==> src/rtl/seq_controle_if.sv <==
// Handshake bundle between seq_controle and its instruction memory, ALU, register file and data memory.
// The step input exists only when SEQ_SINGLE_STEP_EN is defined.
interface seq_controle_if #(
  parameter int PC_W   = 8,
  parameter int ADDR_W = 4
);
  logic              start;
  logic              instr_ready;
  logic [2:0]        opcode;
  logic              alu_done;
  logic              mem_ack;
`ifdef SEQ_SINGLE_STEP_EN
  logic              step;
`endif
  logic [PC_W-1:0]   pc;
  logic              fetch_req;
  logic              ir_load;
  logic              alu_start;
  logic              mem_req;
  logic              mem_we;
  logic              clr_en;
  logic [ADDR_W-1:0] clr_addr;
  logic              reg_we;
  logic              busy;
  logic              halted;

  modport master (
`ifdef SEQ_SINGLE_STEP_EN
    input  step,
`endif
    input  start, instr_ready, opcode, alu_done, mem_ack,
    output pc, fetch_req, ir_load, alu_start, mem_req, mem_we,
    output clr_en, clr_addr, reg_we, busy, halted
  );

  modport slave (
`ifdef SEQ_SINGLE_STEP_EN
    output step,
`endif
    output start, instr_ready, opcode, alu_done, mem_ack,
    input  pc, fetch_req, ir_load, alu_start, mem_req, mem_we,
    input  clr_en, clr_addr, reg_we, busy, halted
  );
endinterface

==> src/rtl/seq_controle.sv <==
// Multicycle instruction sequencer: fetch, decode, execute, memory, writeback, memory clear and halt.
// Optional single-step pause after each instruction when SEQ_SINGLE_STEP_EN is defined.
module seq_controle #(
  parameter int PC_W      = 8,
  parameter int MEM_DEPTH = 16,
  parameter int ADDR_W    = 4
) (
  input  logic           clk,
  input  logic           rst_n,
  seq_controle_if.master bus
);

  typedef enum logic [3:0] {
    IDLE, FETCH, DECODE, EXEC, MEM, WB, CLEAR, HALT
`ifdef SEQ_SINGLE_STEP_EN
    , PAUSE
`endif
  } state_t;

  typedef struct packed {
    logic fetch_req;
    logic alu_start;
    logic mem_req;
    logic mem_we;
    logic clr_en;
    logic reg_we;
    logic busy;
    logic halted;
  } outs_t;

  localparam logic [ADDR_W-1:0] CLR_LAST = ADDR_W'(MEM_DEPTH - 1);
`ifdef SEQ_SINGLE_STEP_EN
  localparam state_t DONE_ST = PAUSE;
`else
  localparam state_t DONE_ST = FETCH;
`endif

  state_t            state, state_n;
  logic [PC_W-1:0]   pc, pc_n;
  logic [ADDR_W-1:0] clr_addr, clr_addr_n;
  logic [2:0]        op_q, op_n;
  outs_t             outs;

  // Outputs are registered from the next state, so they track the state register exactly.
  function automatic outs_t state_outs(input state_t s, input logic [2:0] op, input logic entry);
    outs_t o;
    o      = '0;
    o.busy = (s != IDLE) && (s != HALT);
    case (s)
      FETCH:   o.fetch_req = 1'b1;
      EXEC:    o.alu_start = entry;
      MEM: begin
        o.mem_req = 1'b1;
        o.mem_we  = (op == 3'b111);
      end
      WB:      o.reg_we    = 1'b1;
      CLEAR:   o.clr_en    = 1'b1;
      HALT:    o.halted    = 1'b1;
      default: ;
    endcase
    return o;
  endfunction

  always_comb begin
    state_n    = state;
    pc_n       = pc;
    clr_addr_n = clr_addr;
    op_n       = op_q;
    case (state)
      IDLE:   if (bus.start) state_n = FETCH;
      FETCH:  if (bus.instr_ready) state_n = DECODE;
      DECODE: begin
        op_n = bus.opcode;
        case (bus.opcode)
          3'b100:         state_n = CLEAR;
          3'b101:         state_n = HALT;
          3'b110, 3'b111: state_n = MEM;
          default:        state_n = EXEC;
        endcase
      end
      // add/sub finish in one cycle; mul/div wait for the ALU
      EXEC: begin
        if ((op_q == 3'b000) || (op_q == 3'b001) || bus.alu_done) state_n = WB;
      end
      MEM: begin
        if (bus.mem_ack) begin
          if (op_q == 3'b111) begin
            pc_n    = pc + PC_W'(1);
            state_n = DONE_ST;
          end else begin
            state_n = WB;
          end
        end
      end
      WB: begin
        pc_n    = pc + PC_W'(1);
        state_n = DONE_ST;
      end
      CLEAR: begin
        if (clr_addr == CLR_LAST) begin
          clr_addr_n = '0;
          pc_n       = pc + PC_W'(1);
          state_n    = DONE_ST;
        end else begin
          clr_addr_n = clr_addr + ADDR_W'(1);
        end
      end
      HALT: ;
`ifdef SEQ_SINGLE_STEP_EN
      PAUSE:  if (bus.step) state_n = FETCH;
`endif
      default: state_n = IDLE;
    endcase
  end

  always_ff @(posedge clk or negedge rst_n) begin
    if (!rst_n) begin
      state    <= IDLE;
      pc       <= '0;
      clr_addr <= '0;
      op_q     <= '0;
      outs     <= '0;
    end else begin
      state    <= state_n;
      pc       <= pc_n;
      clr_addr <= clr_addr_n;
      op_q     <= op_n;
      outs     <= state_outs(state_n, op_n, state_n != state);
    end
  end

  assign bus.pc        = pc;
  assign bus.fetch_req = outs.fetch_req;
  assign bus.ir_load   = outs.fetch_req & bus.instr_ready;
  assign bus.alu_start = outs.alu_start;
  assign bus.mem_req   = outs.mem_req;
  assign bus.mem_we    = outs.mem_we;
  assign bus.clr_en    = outs.clr_en;
  assign bus.clr_addr  = clr_addr;
  assign bus.reg_we    = outs.reg_we;
  assign bus.busy      = outs.busy;
  assign bus.halted    = outs.halted;

endmodule

==> src/flat_wrapper.sv <==
// flat-port wrapper written by rule: the top's interface ports become plain ports
module seq_controle_flat 
#(
  parameter int PC_W      = 8,
  parameter int MEM_DEPTH = 16,
  parameter int ADDR_W    = 4
)
  (clk, rst_n, bus_start, bus_instr_ready, bus_opcode, bus_alu_done, bus_mem_ack, bus_pc, bus_fetch_req, bus_ir_load, bus_alu_start, bus_mem_req, bus_mem_we, bus_clr_en, bus_clr_addr, bus_reg_we, bus_busy, bus_halted);
  seq_controle_if #(.PC_W(PC_W), .ADDR_W(ADDR_W)) bus_i ();
  input  logic clk;
  input  logic rst_n;
  input wire logic [$bits(bus_i.start)-1:0] bus_start;
  input wire logic [$bits(bus_i.instr_ready)-1:0] bus_instr_ready;
  input wire logic [$bits(bus_i.opcode)-1:0] bus_opcode;
  input wire logic [$bits(bus_i.alu_done)-1:0] bus_alu_done;
  input wire logic [$bits(bus_i.mem_ack)-1:0] bus_mem_ack;
  output wire logic [$bits(bus_i.pc)-1:0] bus_pc;
  output wire logic [$bits(bus_i.fetch_req)-1:0] bus_fetch_req;
  output wire logic [$bits(bus_i.ir_load)-1:0] bus_ir_load;
  output wire logic [$bits(bus_i.alu_start)-1:0] bus_alu_start;
  output wire logic [$bits(bus_i.mem_req)-1:0] bus_mem_req;
  output wire logic [$bits(bus_i.mem_we)-1:0] bus_mem_we;
  output wire logic [$bits(bus_i.clr_en)-1:0] bus_clr_en;
  output wire logic [$bits(bus_i.clr_addr)-1:0] bus_clr_addr;
  output wire logic [$bits(bus_i.reg_we)-1:0] bus_reg_we;
  output wire logic [$bits(bus_i.busy)-1:0] bus_busy;
  output wire logic [$bits(bus_i.halted)-1:0] bus_halted;
  assign bus_i.start = bus_start;
  assign bus_i.instr_ready = bus_instr_ready;
  assign bus_i.opcode = bus_opcode;
  assign bus_i.alu_done = bus_alu_done;
  assign bus_i.mem_ack = bus_mem_ack;
  assign bus_pc = bus_i.pc;
  assign bus_fetch_req = bus_i.fetch_req;
  assign bus_ir_load = bus_i.ir_load;
  assign bus_alu_start = bus_i.alu_start;
  assign bus_mem_req = bus_i.mem_req;
  assign bus_mem_we = bus_i.mem_we;
  assign bus_clr_en = bus_i.clr_en;
  assign bus_clr_addr = bus_i.clr_addr;
  assign bus_reg_we = bus_i.reg_we;
  assign bus_busy = bus_i.busy;
  assign bus_halted = bus_i.halted;
  seq_controle #(.PC_W(PC_W), .MEM_DEPTH(MEM_DEPTH), .ADDR_W(ADDR_W)) u_core (.clk(clk), .rst_n(rst_n), .bus(bus_i));
endmodule
==> config.mk <==
export PLATFORM = sky130hd
export DESIGN_NAME = seq_controle_flat
export DESIGN_NICKNAME = d
export VERILOG_FILES = /design/src/rtl/seq_controle_if.sv /design/src/rtl/seq_controle.sv /design/src/flat_wrapper.sv
export SDC_FILE = /design/constraint.sdc
export NUM_CORES = 1
export LEC_CHECK = 0
export CAP_MARGIN = 20
export CORE_UTILIZATION = 60
export CTS_CLUSTER_DIAMETER = 200
export CTS_CLUSTER_SIZE = 40
export DETAILED_ROUTE_END_ITERATION = 8
export DONT_BUFFER_PORTS = 1
export HOLD_SLACK_MARGIN = 0.02
export PLACE_DENSITY = 0.87
export SLEW_MARGIN = 20
export SYNTH_ARGS = -nofsm -noshare
export SYNTH_HDL_FRONTEND = slang
export SYNTH_SLANG_ARGS = --single-unit
==> constraint.sdc <==
create_clock -name clk -period 2.4 [get_ports clk]
set_input_delay 0.72 -clock clk [delete_from_list [all_inputs] [get_ports clk]]
set_output_delay 0.72 -clock clk [all_outputs]
set_load 0.01 [all_outputs]
==> results.py, run 1 <==
metrics = {
    "grt": {
        "grt_max_degree": 28,
        "antenna_found_initial": 0,
        "grt_overflow": 0,
        "grt_pass1_wl_um": 3822,
        "grt_usage_pct": 20.28,
        "grt_pass1_vias": 902,
    },
    "placed_design": {
        "port_buffers": 0,
        "globalplace.congestion": 0.8241,
        "dp_cells": 139,
        "hpwl_um": 1591,
    },
    "finish": {
        "nFillCells": 153,
        "final_cell_mix": "dfrtp_1 (27), nand2_1 (11), nor2_1 (8)",
        "drive_above_1_share_pct": 19.83,
        "antenna_cells": 0,
        "area_delta_synth_final_pct": 3.449,
        "fin_cells": 143,
        "seqCellArea_um2": 675.6,
        "multi_input_comb_area_um2": 585.6,
        "final_common_cell": "dfrtp_1",
        "nets": 128,
    },
    "floorplan": {
        "initial_core_util_pct": 65.25,
        "dieArea_um2": 2368,
        "rows": 16,
        "die_y_um": 48.66,
        "core_area_um2": 2002,
        "die_w_um": 48.66,
        "design.portCount": 30,
    },
    "status": {
        "status": "finished clean",
    },
    "power_and_ir_drop": {
        "vdd_drop_max_mv": 0.3575,
        "p_leak_nw": 0.6271,
        "total_power_uw": 956.7,
        "p_sw_share_pct": 31.38,
        "power_density_nw_per_um2": 708.0,
        "share_comb_of_total_power_pct": 15.2,
        "sequentialPowerShare_pct": 64.2,
        "net-switching-power_uw": 300.2,
        "clock_power_share_pct": 20.6,
        "intPower_uw": 656.5,
    },
    "flow_run": {
        "maxCapViolations": 0,
    },
    "routing": {
        "wire_per_inst_um": 15.29,
        "drc": 0,
        "via_count": 869,
        "wl_um": 2186,
        "ant_nets": 0,
        "first_pass_iters": 4,
        "dr.first_iter.drc_count": 8,
        "routed_via_density": 6.077,
    },
    "timing": {
        "timing.fmax_ghz": 0.4948,
        "fin_crit_sh_pct": 84.20,
        "setup_tns_ns": 0,
        "maxSlewViolCount": 0,
        "setup_viol": 0,
        "worst_pin_slew_ns": 0.5889,
        "slew_headroom_pct": 60.68,
        "rsz0062_at_grt": "false",
        "hold_violations": 0,
        "fin_crit_ns": 2.021,
        "fin_skew_ns": 0.003358,
    },
    "clock_tree": {
        "cts_made_buffers": 3,
        "cts_tree": "done",
        "ctsHoldBuffers": 0,
        "clock_sinks": 27,
        "postCtsSetupBuffers": 0,
        "h-tree-depth": 1,
        "clk_pin_slew_worst_paths_ns": 0.15,
        "cts_root_buf": "clkbuf_4",
        "cts-resized-gates": 0,
        "clk_latency_ns": 0.32,
        "cts_buffer_depth": 2,
    },
    "synthesis": {
        "syn_inst": 114,
        "synth_cell_types": 39,
        "ys_ff_latch": 27,
        "synth_top_area_share_pct": 51.72,
        "synth_area_per_cell_um2": 11.46,
        "synth-seq-area-share_pct": 51.72,
        "syn-num-nets": 125,
        "synthTopCellsByArea": "dfrtp_1 (52%), mux2_2 (4.3%), xnor2_1 (3.4%)",
        "yosys_warnings": 0,
        "syn_area_um2": 1306,
        "yosysTopAreaCell": "dfrtp_1",
    },
    "setup_path": {
        "critPathKind": "reg2reg",
        "critical_path_arrival_ns": 2.24,
        "crit_path_max_fanout": 7,
        "endpoint_kind": "flip-flop",
        "start_kind": "flip-flop",
        "crit_required_ns": 2.62,
    },
    "min_path": {
        "hp-class": "in2async",
    },
}
## stage by stage
| stage | cell area [um2] | hold slack, ns | util [%] | worst slack [ns] |
|---|---|---|---|---|
| after CTS | 1351 | 0.05756 | 67.50 | 0.3716 |
| final | 1351 | 0.06821 | 67.50 | 0.3791 |
| after global routing | 1351 | 0.04406 | 67.50 | 0.1503 |
| after floorplan | 1306 | 0.4244 | - | 0.6685 |
| after global placement | 1321 | 0.4249 | 66.00 | 0.5011 |
| after detailed placement | 1321 | 0.4250 | 66.00 | 0.4274 |
## cells in the mapped netlist
library cell / n
dfrtp_1: 27
nand2_1: 11
nor2_1: 8
inv_1: 5
mux2_2: 5
o21ai_0: 5
xnor2_1: 5
a21oi_1: 3
and3_1: 3
nand3_1: 3
nand4_1: 3
xor2_1: 3
and2_1: 2
and3_4: 2
buf_4: 2
ha_1: 2
nor2b_1: 2
nor3_1: 2
a2111oi_0: 1
a221o_2: 1
a22o_1: 1
a22o_4: 1
a22oi_2: 1
a41o_2: 1
buf_6: 1
conb_1: 1
nand2b_1: 1
nand4_2: 1
nor2_2: 1
nor2b_2: 1
nor3b_1: 1
nor4b_1: 1
nor4b_4: 1
nor4bb_1: 1
o2111ai_1: 1
o211ai_1: 1
o211ai_2: 1
o21ba_2: 1
o311ai_2: 1
## sequential cells by signal, summed over array words and instances, names as in the netlist
name,flops
u_core.bus.pc,8
u_core.bus.mem_req,1
u_core.bus.clr_addr,4
u_core.bus.mem_we,1
u_core.op_q,3
u_core.bus.busy,1
u_core.state,4
u_core.bus.halted,1
u_core.bus.fetch_req,1
u_core.bus.reg_we,1
u_core.bus.clr_en,1
u_core.bus.alu_start,1
## path summary, 6_finish.rpt
| kind | cells past startpoint | slack [ns] | from | to |
|---|---|---|---|---|
| worst max register to register | 6 | 0.38 | u_core.bus.clr_addr[1] | u_core.bus.busy |
| worst min register to register | 1 | 0.56 | u_core.bus.pc[7] | u_core.bus.pc[7] |
| worst min-delay path | 0 | 0.07 | rst_n | u_core.bus.clr_addr[0] |
| min in group clk | 1 | 0.54 | bus_opcode[2] | u_core.op_q[2] |
| worst max-delay path | 6 | 0.38 | u_core.bus.clr_addr[1] | u_core.bus.busy |
| max in group asynchronous | 0 | 2.26 | rst_n | u_core.bus.clr_en |
## cell families after synthesis
logic type	after synthesis	share of synthesized area, %
XOR/XNOR	8	5.364
flip-flops	27	51.72
other	1	0.2871
AO/OA/AOI/OAI	19	12.64
AND/OR/NAND/NOR	44	20.31
multiplexers	5	4.310
adder cells (fa/ha/maj)	2	1.915
buffers and inverters	8	3.448
## cell type report
| cell class | instances | share of cell area [%] |
|---|---|---|
| clock buffer | 3 | 1.667 |
| clock inverter | 1 | 0.5556 |
| inverter | 5 | 1.389 |
| multi-input combinational | 79 | 43.33 |
| sequential | 27 | 50.00 |
| tap | 27 | 2.500 |
| timing repair buffer | 1 | 0.5556 |
## power groups by stage
| stage | sequential, mW | clock [mW] | combinational, mW |
|---|---|---|---|
| detailed placement | 0.618 | 0 | 0.145 |
| global route | 0.625 | 0.217 | 0.165 |
| global placement | 0.614 | 0 | 0.136 |
| CTS | 0.611 | 0.207 | 0.146 |
| finish | 0.614 | 0.197 | 0.146 |
| floorplan | 0.589 | 0 | 0.143 |
## routing by layer
| layer | vias to the layer above | routed length [um] | GRT usage [%] |
|---|---|---|---|
| met4 | 0 | 0 | 6.373 |
| met5 | - | 0 | 0 |
| met1 | 429 | 895 | 24.69 |
| met2 | 29 | 1158 | 34.26 |
| met3 | 0 | 132 | 6.289 |
| li1 | 411 | - | - |
## critical path: stages, from the launching register on
cell and delay, ns:
dfrtp_1 0.50, ha_1 0.26, nand3_1 0.13, a2111oi_0 0.51
a221o_2 0.27, and3_4 0.21, nor2_2 0.04
(Power assumes the default switching activity.)
==> run 2, diff against run 1 <==
--- a/config.mk
+++ b/config.mk
@@ -6,13 +6,13 @@
 export NUM_CORES = 1
 export LEC_CHECK = 0
 export CAP_MARGIN = 20
-export CORE_UTILIZATION = 60
+export CORE_UTILIZATION = 55
 export CTS_CLUSTER_DIAMETER = 200
 export CTS_CLUSTER_SIZE = 40
 export DETAILED_ROUTE_END_ITERATION = 8
 export DONT_BUFFER_PORTS = 1
 export HOLD_SLACK_MARGIN = 0.02
-export PLACE_DENSITY = 0.87
+export PLACE_DENSITY = 0.84
 export SLEW_MARGIN = 20
 export SYNTH_ARGS = -nofsm -noshare
 export SYNTH_HDL_FRONTEND = slang
==> constraint.sdc (replaced) <==
create_clock -name clk -period 1.7 [get_ports clk]
set_input_delay 0.51 -clock clk [delete_from_list [all_inputs] [get_ports clk]]
set_output_delay 0.51 -clock clk [all_outputs]
set_load 0.01 [all_outputs]
==> results.py, run 2 (synthesized netlist as in run 1, its figures left out) <==
metrics = {
    "status": {
        "status": "finished clean",
    },
    "power_and_ir_drop": {
        "vdd_drop_max_mv": 0.6913,
        "sequentialPowerShare_pct": 55.9,
        "power_density_nw_per_um2": 917.5,
        "p_sw_share_pct": 32.13,
        "clock_power_share_pct": 18.6,
        "p_leak_nw": 0.7580,
        "intPower_mw": 1.025,
        "net-switching-power_uw": 485.0,
        "share_comb_of_total_power_pct": 25.5,
    },
    "grt": {
        "grt_pass1_vias": 950,
        "grt_max_degree": 28,
        "grt_overflow": 0,
        "grt_usage_pct": 21.47,
        "grt_pass1_wl_um": 4119,
        "antenna_found_initial": 0,
    },
    "finish": {
        "antenna_cells": 0,
        "final_common_cell": "dfrtp_1",
        "final_cell_mix": "dfrtp_1 (23), buf_4 (21), nand2_1 (11)",
        "area_delta_synth_final_pct": 25.96,
        "top_register": "u_core.bus.pc",
        "reg_top3": "u_core.bus.pc (8), u_core.bus.clr_addr (4), u_core.state (4)",
        "nets": 150,
        "drive_above_1_share_pct": 39.86,
        "largest_register_ffs": 8,
        "fin_cells": 166,
        "final_core_util_pct": 73.67,
    },
    "routing": {
        "dr.first_iter.drc_count": 15,
        "ant_nets": 0,
        "drc": 0,
        "routed_via_density": 5.693,
        "wl_um": 2522,
        "first_pass_iters": 4,
        "via_count": 945,
        "wire_per_inst_um": 15.19,
    },
    "setup_path": {
        "crit_path_max_fanout": 9,
        "reg2reg_setup_slack_ns": 0.009,
        "critPathKind": "reg2reg",
        "start_kind": "flip-flop",
        "crit_required_ns": 1.93,
        "critical_path_arrival_ns": 1.92,
        "endpoint_kind": "flip-flop",
    },
    "timing": {
        "timing.fmax_ghz": 0.5912,
        "fin_crit_ns": 1.691,
        "rsz0062_at_grt": "true",
        "layout_setup_ws_ns": 0.008500,
        "fin_skew_ns": 0.007402,
        "setup_viol": 0,
        "hold_violations": 0,
        "whs_ns": 0.3274,
        "maxSlewViolCount": 0,
        "fin_crit_sh_pct": 99.50,
    },
    "clock_tree": {
        "clk_latency_ns": 0.32,
        "cts_root_buf": "clkbuf_4",
        "h-tree-depth": 1,
        "clock_sinks": 27,
        "clk_pin_slew_worst_paths_ns": 0.15,
        "cts_made_buffers": 3,
        "cts_buffer_depth": 2,
        "cts_tree": "done",
    },
    "floorplan": {
        "initial_core_util_pct": 58.49,
        "rows": 17,
        "core_area_um2": 2233,
        "design.portCount": 30,
        "dieArea_um2": 2574,
        "die_y_um": 50.74,
        "die_w_um": 50.74,
    },
    "placed_design": {
        "hpwl_um": 1696,
        "pre_cts_slack_ns": -0.1021,
        "globalplace.congestion": 0.8090,
        "port_buffers": 0,
        "dp_cells": 152,
    },
    "min_path": {
        "hp-class": "in2reg",
    },
    "flow_run": {
        "maxCapViolations": 0,
    },
}
[run 2: power by group through the flow]
| stage | clock network (mW) | logic, mW | registers [mW] |
|---|---|---|---|
| detailed placement | 0 | 0.284 | 0.850 |
| finish | 0.281 | 0.384 | 0.844 |
| CTS | 0.287 | 0.327 | 0.839 |
| floorplan | 0 | 0.202 | 0.831 |
| global placement | 0 | 0.277 | 0.843 |
| global route | 0.314 | 0.420 | 0.859 |
[run 2: critical path, stage by stage (launching register included)]
cell	delay (ns)
dfrtp_2	0.49
nor4bb_1	0.32
buf_4	0.20
a22o_4	0.14
and3_4	0.21
nand4_4	0.10
xnor2_1	0.14
[run 2: worst paths after layout]
kind,start,endpoint,cells after the start
worst max-delay path,u_core.state[1],u_core.bus.pc[7],6
worst max register to register,u_core.state[1],u_core.bus.pc[7],6
min in group asynchronous,rst_n,u_core.bus.clr_addr[2],2
max in group asynchronous,rst_n,u_core.state[3],2
worst min-delay path,bus_opcode[1],u_core.op_q[1],1
worst min register to register,u_core.bus.pc[7],u_core.bus.pc[7],1
[run 2: metrics by stage]
stage          TNS [ns]  power [mW]  cell area (um2)
6_report              0       1.510             1645
5_1_grt         -0.1524       1.593             1645
4_1_cts               0       1.454             1509
3_5_place_dp    -0.3263       1.134             1413
3_3_place_gp    -0.1599       1.120             1413
2_1_floorplan         0       1.033             1306
[run 2: layer usage]
metal	global-route usage, %	up-vias	part of all wire (%)
li1	-	452	-
met1	25.73	464	41
met2	38.22	25	53
met3	5.758	4	4.9
met4	4.630	0	0.67
met5	0	-	0
[run 2: area by class of cell]
cell class	instances	area, um2
clock buffer	3	22.52
clock inverter	1	7.507
fill	144	588.1
inverter	5	18.77
multi-input combinational	79	693.2
sequential	27	680.7
tap	28	35.03
timing repair buffer	23	187.7
[run 2: repair_timing]
| item | in CTS | in global routing |
|---|---|---|
| setup endpoints to repair | 9 | 13 |
| setup buffers | 2 | 6 |
| hold buffers | 2 | 0 |
| hold endpoints to repair | 27 | 0 |
| pin swaps | 1 | 8 |
| cloned | 0 | 0 |
| gates resized for setup | 7 | 13 |
